[src/rtl/afpm_pkg.sv]
// afpm_pkg: shared types and constants for the AFPM result serializer.
//   - tx_state_t : serializer FSM states (ST_FLAGS only with AFPM_TX_FLAGS_EN)
//   - FP16 field widths/positions, flag-byte bit indices
//   - CNT_W      : hold counter width, sized for the largest legal HOLD_CYCLES
// Config macro: AFPM_TX_FLAGS_EN (adds the FLAGS state).
package afpm_pkg;

    localparam int FP16_W        = 16;
    localparam int FP16_EXP_W    = 5;
    localparam int FP16_MANT_W   = 10;
    localparam int FP16_MANT_LSB = 0;
    localparam int FP16_EXP_LSB  = FP16_MANT_W;
    localparam int FP16_SIGN_BIT = FP16_EXP_LSB + FP16_EXP_W;

    // Flag byte layout; bits 7:5 are always zero.
    localparam int FLAG_ZERO = 0;
    localparam int FLAG_SUBN = 1;
    localparam int FLAG_INF  = 2;
    localparam int FLAG_NAN  = 3;
    localparam int FLAG_SIGN = 4;

    localparam int HOLD_MAX = 15;
    localparam int CNT_W    = $clog2(HOLD_MAX + 1);

    typedef enum logic [1:0] {
        ST_IDLE  = 2'd0,
        ST_BYTE0 = 2'd1,
`ifdef AFPM_TX_FLAGS_EN
        ST_BYTE1 = 2'd2,
        ST_FLAGS = 2'd3
`else
        ST_BYTE1 = 2'd2
`endif
    } tx_state_t;

endpackage

[src/rtl/afpm_fp16_classify.sv]
// afpm_fp16_classify: combinational FP16 classifier.
//   word  in  16  FP16 word: sign[15], exp[14:10], mant[9:0]
//   flags out 8   {3'b0, sign, nan, inf, subnormal, zero}
// Only instantiated when AFPM_TX_FLAGS_EN is defined.
module afpm_fp16_classify
    import afpm_pkg::*;
(
    input  logic [FP16_W-1:0] word,
    output logic [7:0]        flags
);

    logic [FP16_EXP_W-1:0]  exp_f;
    logic [FP16_MANT_W-1:0] mant_f;
    logic                   exp_zero;
    logic                   exp_max;
    logic                   mant_zero;

    always_comb begin
        exp_f     = word[FP16_EXP_LSB +: FP16_EXP_W];
        mant_f    = word[FP16_MANT_LSB +: FP16_MANT_W];
        exp_zero  = (exp_f == '0);
        exp_max   = &exp_f;
        mant_zero = (mant_f == '0);

        flags            = '0;
        flags[FLAG_ZERO] = exp_zero &&  mant_zero;
        flags[FLAG_SUBN] = exp_zero && !mant_zero;
        flags[FLAG_INF]  = exp_max  &&  mant_zero;
        flags[FLAG_NAN]  = exp_max  && !mant_zero;
        flags[FLAG_SIGN] = word[FP16_SIGN_BIT];
    end

endmodule

[src/rtl/afpm_result_serializer.sv]
// afpm_result_serializer: accepts one FP16 result word (valid/ready) and
// replays it on the pad bus as low byte, high byte (and a flags byte when
// AFPM_TX_FLAGS_EN is defined), each byte held HOLD_CYCLES clocks.
//   clk, rst_n  clock, async active-low reset
//   ena         design select; low freezes the block
//   res_valid / res_data / res_ready   result word handshake (ready is comb)
//   tx_byte     byte on the pad bus (0x00 when idle)
//   tx_strobe   one-clock pulse on the first hold cycle of each byte
//   tx_last     high for every hold cycle of the final byte of a frame
// Config macro: AFPM_TX_FLAGS_EN.
// HOLD_CYCLES must be within 1..15.
module afpm_result_serializer
    import afpm_pkg::*;
#(
    parameter int HOLD_CYCLES = 2
) (
    input  logic              clk,
    input  logic              rst_n,
    input  logic              ena,
    input  logic              res_valid,
    input  logic [FP16_W-1:0] res_data,
    output logic              res_ready,
    output logic [7:0]        tx_byte,
    output logic              tx_strobe,
    output logic              tx_last
);

    localparam logic [CNT_W-1:0] CNT_LAST = CNT_W'(HOLD_CYCLES - 1);
`ifdef AFPM_TX_FLAGS_EN
    localparam bit FLAGS_EN = 1'b1;
`else
    localparam bit FLAGS_EN = 1'b0;
`endif

    tx_state_t         state_q, state_d;
    logic [CNT_W-1:0]  cnt_q, cnt_d;
    logic [FP16_W-1:0] hold_q, hold_d;
    logic [7:0]        byte_d;
    logic              strobe_d;
    logic              last_d;
    logic              last_hold;
    logic              final_byte;
    logic              xfer;

`ifdef AFPM_TX_FLAGS_EN
    logic [7:0] flags;

    // Classify the buffered word, not the live input: the input may already
    // carry the next frame's word by the time the flags byte goes out.
    afpm_fp16_classify u_classify (
        .word  (hold_q),
        .flags (flags)
    );

    assign final_byte = (state_q == ST_FLAGS);
`else
    assign final_byte = (state_q == ST_BYTE1);
`endif

    assign last_hold = (cnt_q == CNT_LAST);
    // Ready during the last hold cycle of the final byte lets a new frame
    // start on the very next clock with no idle gap.
    assign res_ready = ena && ((state_q == ST_IDLE) || (final_byte && last_hold));
    assign xfer      = res_valid && res_ready;

    always_comb begin
        state_d  = state_q;
        cnt_d    = cnt_q;
        hold_d   = hold_q;
        byte_d   = tx_byte;
        strobe_d = 1'b0;      // strobe is a pulse; also forced low while frozen
        last_d   = tx_last;

        if (ena) begin
            if (state_q != ST_IDLE)
                cnt_d = last_hold ? '0 : cnt_q + CNT_W'(1);

            case (state_q)
                ST_BYTE0: if (last_hold) begin
                    state_d  = ST_BYTE1;
                    byte_d   = hold_q[15:8];
                    strobe_d = 1'b1;
                    last_d   = !FLAGS_EN;
                end
`ifdef AFPM_TX_FLAGS_EN
                ST_BYTE1: if (last_hold) begin
                    state_d  = ST_FLAGS;
                    byte_d   = flags;
                    strobe_d = 1'b1;
                    last_d   = 1'b1;
                end
`endif
                default: ;
            endcase

            // Idle or end of frame: start the next word or fall back to idle.
            if (res_ready) begin
                cnt_d  = '0;
                last_d = 1'b0;
                if (xfer) begin
                    state_d  = ST_BYTE0;
                    hold_d   = res_data;
                    byte_d   = res_data[7:0];
                    strobe_d = 1'b1;
                end else begin
                    state_d = ST_IDLE;
                    byte_d  = 8'h00;
                end
            end
        end
    end

    always_ff @(posedge clk or negedge rst_n) begin
        if (!rst_n) begin
            state_q   <= ST_IDLE;
            cnt_q     <= '0;
            hold_q    <= '0;
            tx_byte   <= 8'h00;
            tx_strobe <= 1'b0;
            tx_last   <= 1'b0;
        end else begin
            state_q   <= state_d;
            cnt_q     <= cnt_d;
            hold_q    <= hold_d;
            tx_byte   <= byte_d;
            tx_strobe <= strobe_d;
            tx_last   <= last_d;
        end
    end

endmodule

[config.mk]
export PLATFORM = sky130hd
export DESIGN_NAME = afpm_result_serializer
export DESIGN_NICKNAME = d
export VERILOG_FILES = /design/src/rtl/afpm_pkg.sv /design/src/rtl/afpm_fp16_classify.sv /design/src/rtl/afpm_result_serializer.sv
export SDC_FILE = /design/constraint.sdc
export NUM_CORES = 1
export LEC_CHECK = 0
export CAP_MARGIN = 40
export CELL_PAD_IN_SITES_DETAIL_PLACEMENT = 2
export CELL_PAD_IN_SITES_GLOBAL_PLACEMENT = 2
export CORE_ASPECT_RATIO = 0.7
export CORE_MARGIN = 1.5
export CORE_UTILIZATION = 33
export CTS_CLUSTER_DIAMETER = 30
export DETAILED_ROUTE_END_ITERATION = 10
export GPL_TIMING_DRIVEN = 0
export MAX_ROUTING_LAYER = met4
export PLACE_DENSITY_LB_ADDON = 0.1
export SLEW_MARGIN = 10
export SYNTH_ARGS = -nofsm -noshare
export SYNTH_HDL_FRONTEND = slang
export SYNTH_SLANG_ARGS = --single-unit
[constraint.sdc]
create_clock -name clk -period 4.8 [get_ports clk]
set_input_delay 0.48 -clock clk [delete_from_list [all_inputs] [get_ports clk]]
set_output_delay 0.48 -clock clk [all_outputs]
set_load 0.005 [all_outputs]
==> results.py <==
metrics = {
    "critical_path": {
        "slowest_delay_ps": 520,
        "reg2reg_from": "cnt_q[1]$_DFFE_PN0P_",
        "cp_cell_sequence": "inv_1 -> ha_1 -> or3b_4 -> a211oi_2 -> buf_6 -> clkdlybuf4s50_1",
        "cp-end-kind": "output pin",
        "reg2reg_slack_ps": 2690,
        "startpoint_type": "flop",
        "reg2reg_to": "tx_byte[0]$_DFFE_PN0P_",
        "criticalPathCategory": "reg2out",
        "cp_max_fo": 9,
        "crit_required_ps": 4320,
        "r2r.worst_path.cells": 6,
        "slowest_stage": "clkdlybuf4s50_1",
        "crit_arrival_ps": 2310,
    },
    "clock_tree": {
        "clock_sink_count": 23,
        "postCtsSetupRepairBufs": 0,
        "numCtsBuffers": 3,
        "path_clk_slew_ps": 80,
        "clock_latency_ps": 270,
        "cts_buffer_depth": 2,
        "cts_max_level": 1,
        "cts_resized": 0,
        "cts_tree": "built",
        "root_buffer": "clkbuf_8",
        "postCtsHoldBufs": 0,
    },
    "logic_synthesis": {
        "synth-seq-cells": 23,
        "synth_edf_count": 0,
        "syn_area_um2": 1210,
        "syn_avg_cell_area_um2": 11.8,
        "syn_nets": 124,
        "synthDominantCellAreaShare_pct": 47.7,
        "yosys.area.top_type": "dfrtp_1",
        "synth_cell_types": 32,
        "ys_warn_count": 0,
        "async_reset_ff_share_pct": 100,
        "syn-instance-count": 102,
        "synth_ff_type": "dfrtp_1",
        "ys_seq_area_share_pct": 47.7,
        "ys_top_cells_by_area": "dfrtp_1 (48%), mux2_4 (9.9%), mux2_1 (7.5%), mux2i_1 (6.6%), nand2_1 (3.1%)",
    },
    "route": {
        "ant_nets": 0,
        "viasPerCell": 4.85,
        "finalWirelength_um": 3020,
        "wire_per_inst_um": 16.2,
        "first_iter_violations": 28,
        "drt_pre_antenna_iters": 2,
        "drcViolationCount": 0,
        "routed-via-count": 903,
    },
    "status": {
        "status": "complete, no violations",
    },
    "floorplan": {
        "fp.dieArea_um2": 4040,
        "die_w_um": 75.3,
        "fp.dieH_um": 53.6,
        "core-area_um2": 3510,
        "row_count": 18,
        "pin_count": 31,
        "start_util_pct": 34.4,
    },
    "job": {
        "maxCapViolCount": 0,
    },
    "timing": {
        "worst_pin_slew_ps": 560,
        "finalSetupViolations": 0,
        "rsz0062_at_grt": "no",
        "fin_crit_ps": 2790,
        "slew_viol_final": 0,
        "clock_skew_ps": 2.09,
        "finalCritPeriodShare_pct": 58.2,
        "slew_headroom_pct": 62.6,
        "fmax_mhz": 358,
        "fin_setup_tns_ps": 0,
        "hold_violations": 0,
    },
    "finish": {
        "multi_input_area_um2": 559,
        "area_growth_pct": 35.2,
        "final_common_cell": "clkdlybuf4s50_1",
        "diodes": 0,
        "fillers": 374,
        "layout-drive-gt1-share_pct": 16.9,
        "final_cell_mix": "clkdlybuf4s50_1 (29), dfrtp_1 (23), nand2_1 (10)",
        "fin_area_um2": 1630,
        "nNetsFinal": 159,
        "regArea_um2": 576,
    },
    "hold_path": {
        "hold_depth": 1,
        "hp-class": "reg2reg",
        "min_to": "hold_q[12]$_DFFE_PN0P_",
        "hold_start": "hold_q[12]$_DFFE_PN0P_",
    },
    "power_and_ir_drop": {
        "p_switching_uw": 288,
        "combPwrFrac_pct": 46.7,
        "pwr-share-seq_pct": 38.7,
        "swShare_pct": 33.3,
        "p_per_area_nw_per_um2": 530,
        "pwr-share-clk_pct": 14.5,
        "leakage_nw": 0.717,
        "internal_power_uw": 577,
        "ir_drop_mv": 0.212,
    },
    "placement": {
        "gp_congestion": 0.705,
        "placement.io_buffers": 29,
        "dpl_cell_area_um2": 1590,
        "place.detailed.hpwl_um": 2360,
    },
    "global_route": {
        "grt_max_degree": 16,
        "grt_pass1_vias": 972,
        "overflow": 0,
        "gr-usage-all-layers_pct": 16.8,
        "antenna_found_initial": 0,
        "grt_pass1_wl_um": 4690,
    },
}
==> worst max-delay path by stage <==
| stage | from | endpoint | slack (ps) | cells past startpoint |
|---|---|---|---|---|
| floorplan | cnt_q[1]$_DFFE_PN0P_ | tx_byte[0]$_DFFE_PN0P_ | 2860 | 6 |
| global route | cnt_q[1]$_DFFE_PN0P_ | res_ready | 1940 | 6 |
| finish | cnt_q[1]$_DFFE_PN0P_ | res_ready | 2010 | 6 |
| global placement | ena | res_ready | 2090 | 5 |
| CTS | cnt_q[1]$_DFFE_PN0P_ | res_ready | 2000 | 6 |
| detailed placement | ena | res_ready | 2050 | 5 |
==> cells in the mapped netlist, types with 2 or more instances <==
cell type	count
inv_1	9
a21oi_1	2
o21ai_0	3
mux2i_1	8
ha_1	2
nor3b_1	3
dfrtp_1	23
nand2_1	10
mux2_4	8
mux2_1	8
nor2_1	4
mux2_2	2
==> power groups by stage <==
stage	Combinational (mW)	Sequential, mW	Clock, mW
floorplan	0.254	0.326	0
global placement	0.382	0.329	0
detailed placement	0.410	0.339	0
CTS	0.414	0.336	0.127
global route	0.444	0.346	0.136
finish	0.404	0.335	0.126
==> final cells by class <==
class | instances | share of cell area, %
sequential | 23 | 35.2
timing repair buffer | 30 | 19.5
buffer | 5 | 2.15
inverter | 10 | 2.30
clock buffer | 4 | 2.76
multi-input combinational | 64 | 34.3
tap | 50 | 3.83
==> metal layers <==
layer  vias up  global-route usage, %  wire, µm
li1        416                      -         -
met1       464                   19.5      1340
met2        19                   30.0      1530
met3         4                   3.93       133
met4         0                   3.57        19
met5         -                      -         0
==> critical path: cells and delay by family (launching register included) <==
kind | cells | cell delay (ps)
and+or+nand+nor | 1 | 410
DFF | 1 | 410
adders and majority gates | 1 | 150
AOI/OAI and AO/OA | 1 | 260
buffers and inverters | 3 | 810
==> registers in the layout (all words and copies together), names as in the netlist <==
signal	count
hold_q	8
tx_byte	8
tx_strobe	1
state_q	1
cnt_q	4
tx_last	1
==> logic make-up (layout without fill, tap and decap cells) <==
family	Yosys count	in the layout	synth area share [%]
muxes	26	26	25.9
and+or+nand+nor	24	24	11.3
DFF	23	23	47.7
buffers and inverters	15	49	6.01
AOI/OAI and AO/OA	11	11	6.11
adders and majority gates	3	3	3.00
==> per-stage QoR <==
step	util (%)	power, mW	hold slack, ps	std cells	setup WS [ps]
floorplan	-	0.580	184	102	2860
global placement	44.4	0.711	467	181	2090
detailed placement	45.2	0.749	475	182	2050
CTS	46.5	0.877	494	186	2000
global route	46.5	0.926	514	186	1940
finish	46.5	0.866	490	186	2010
Power figures use the tool's default switching activity.
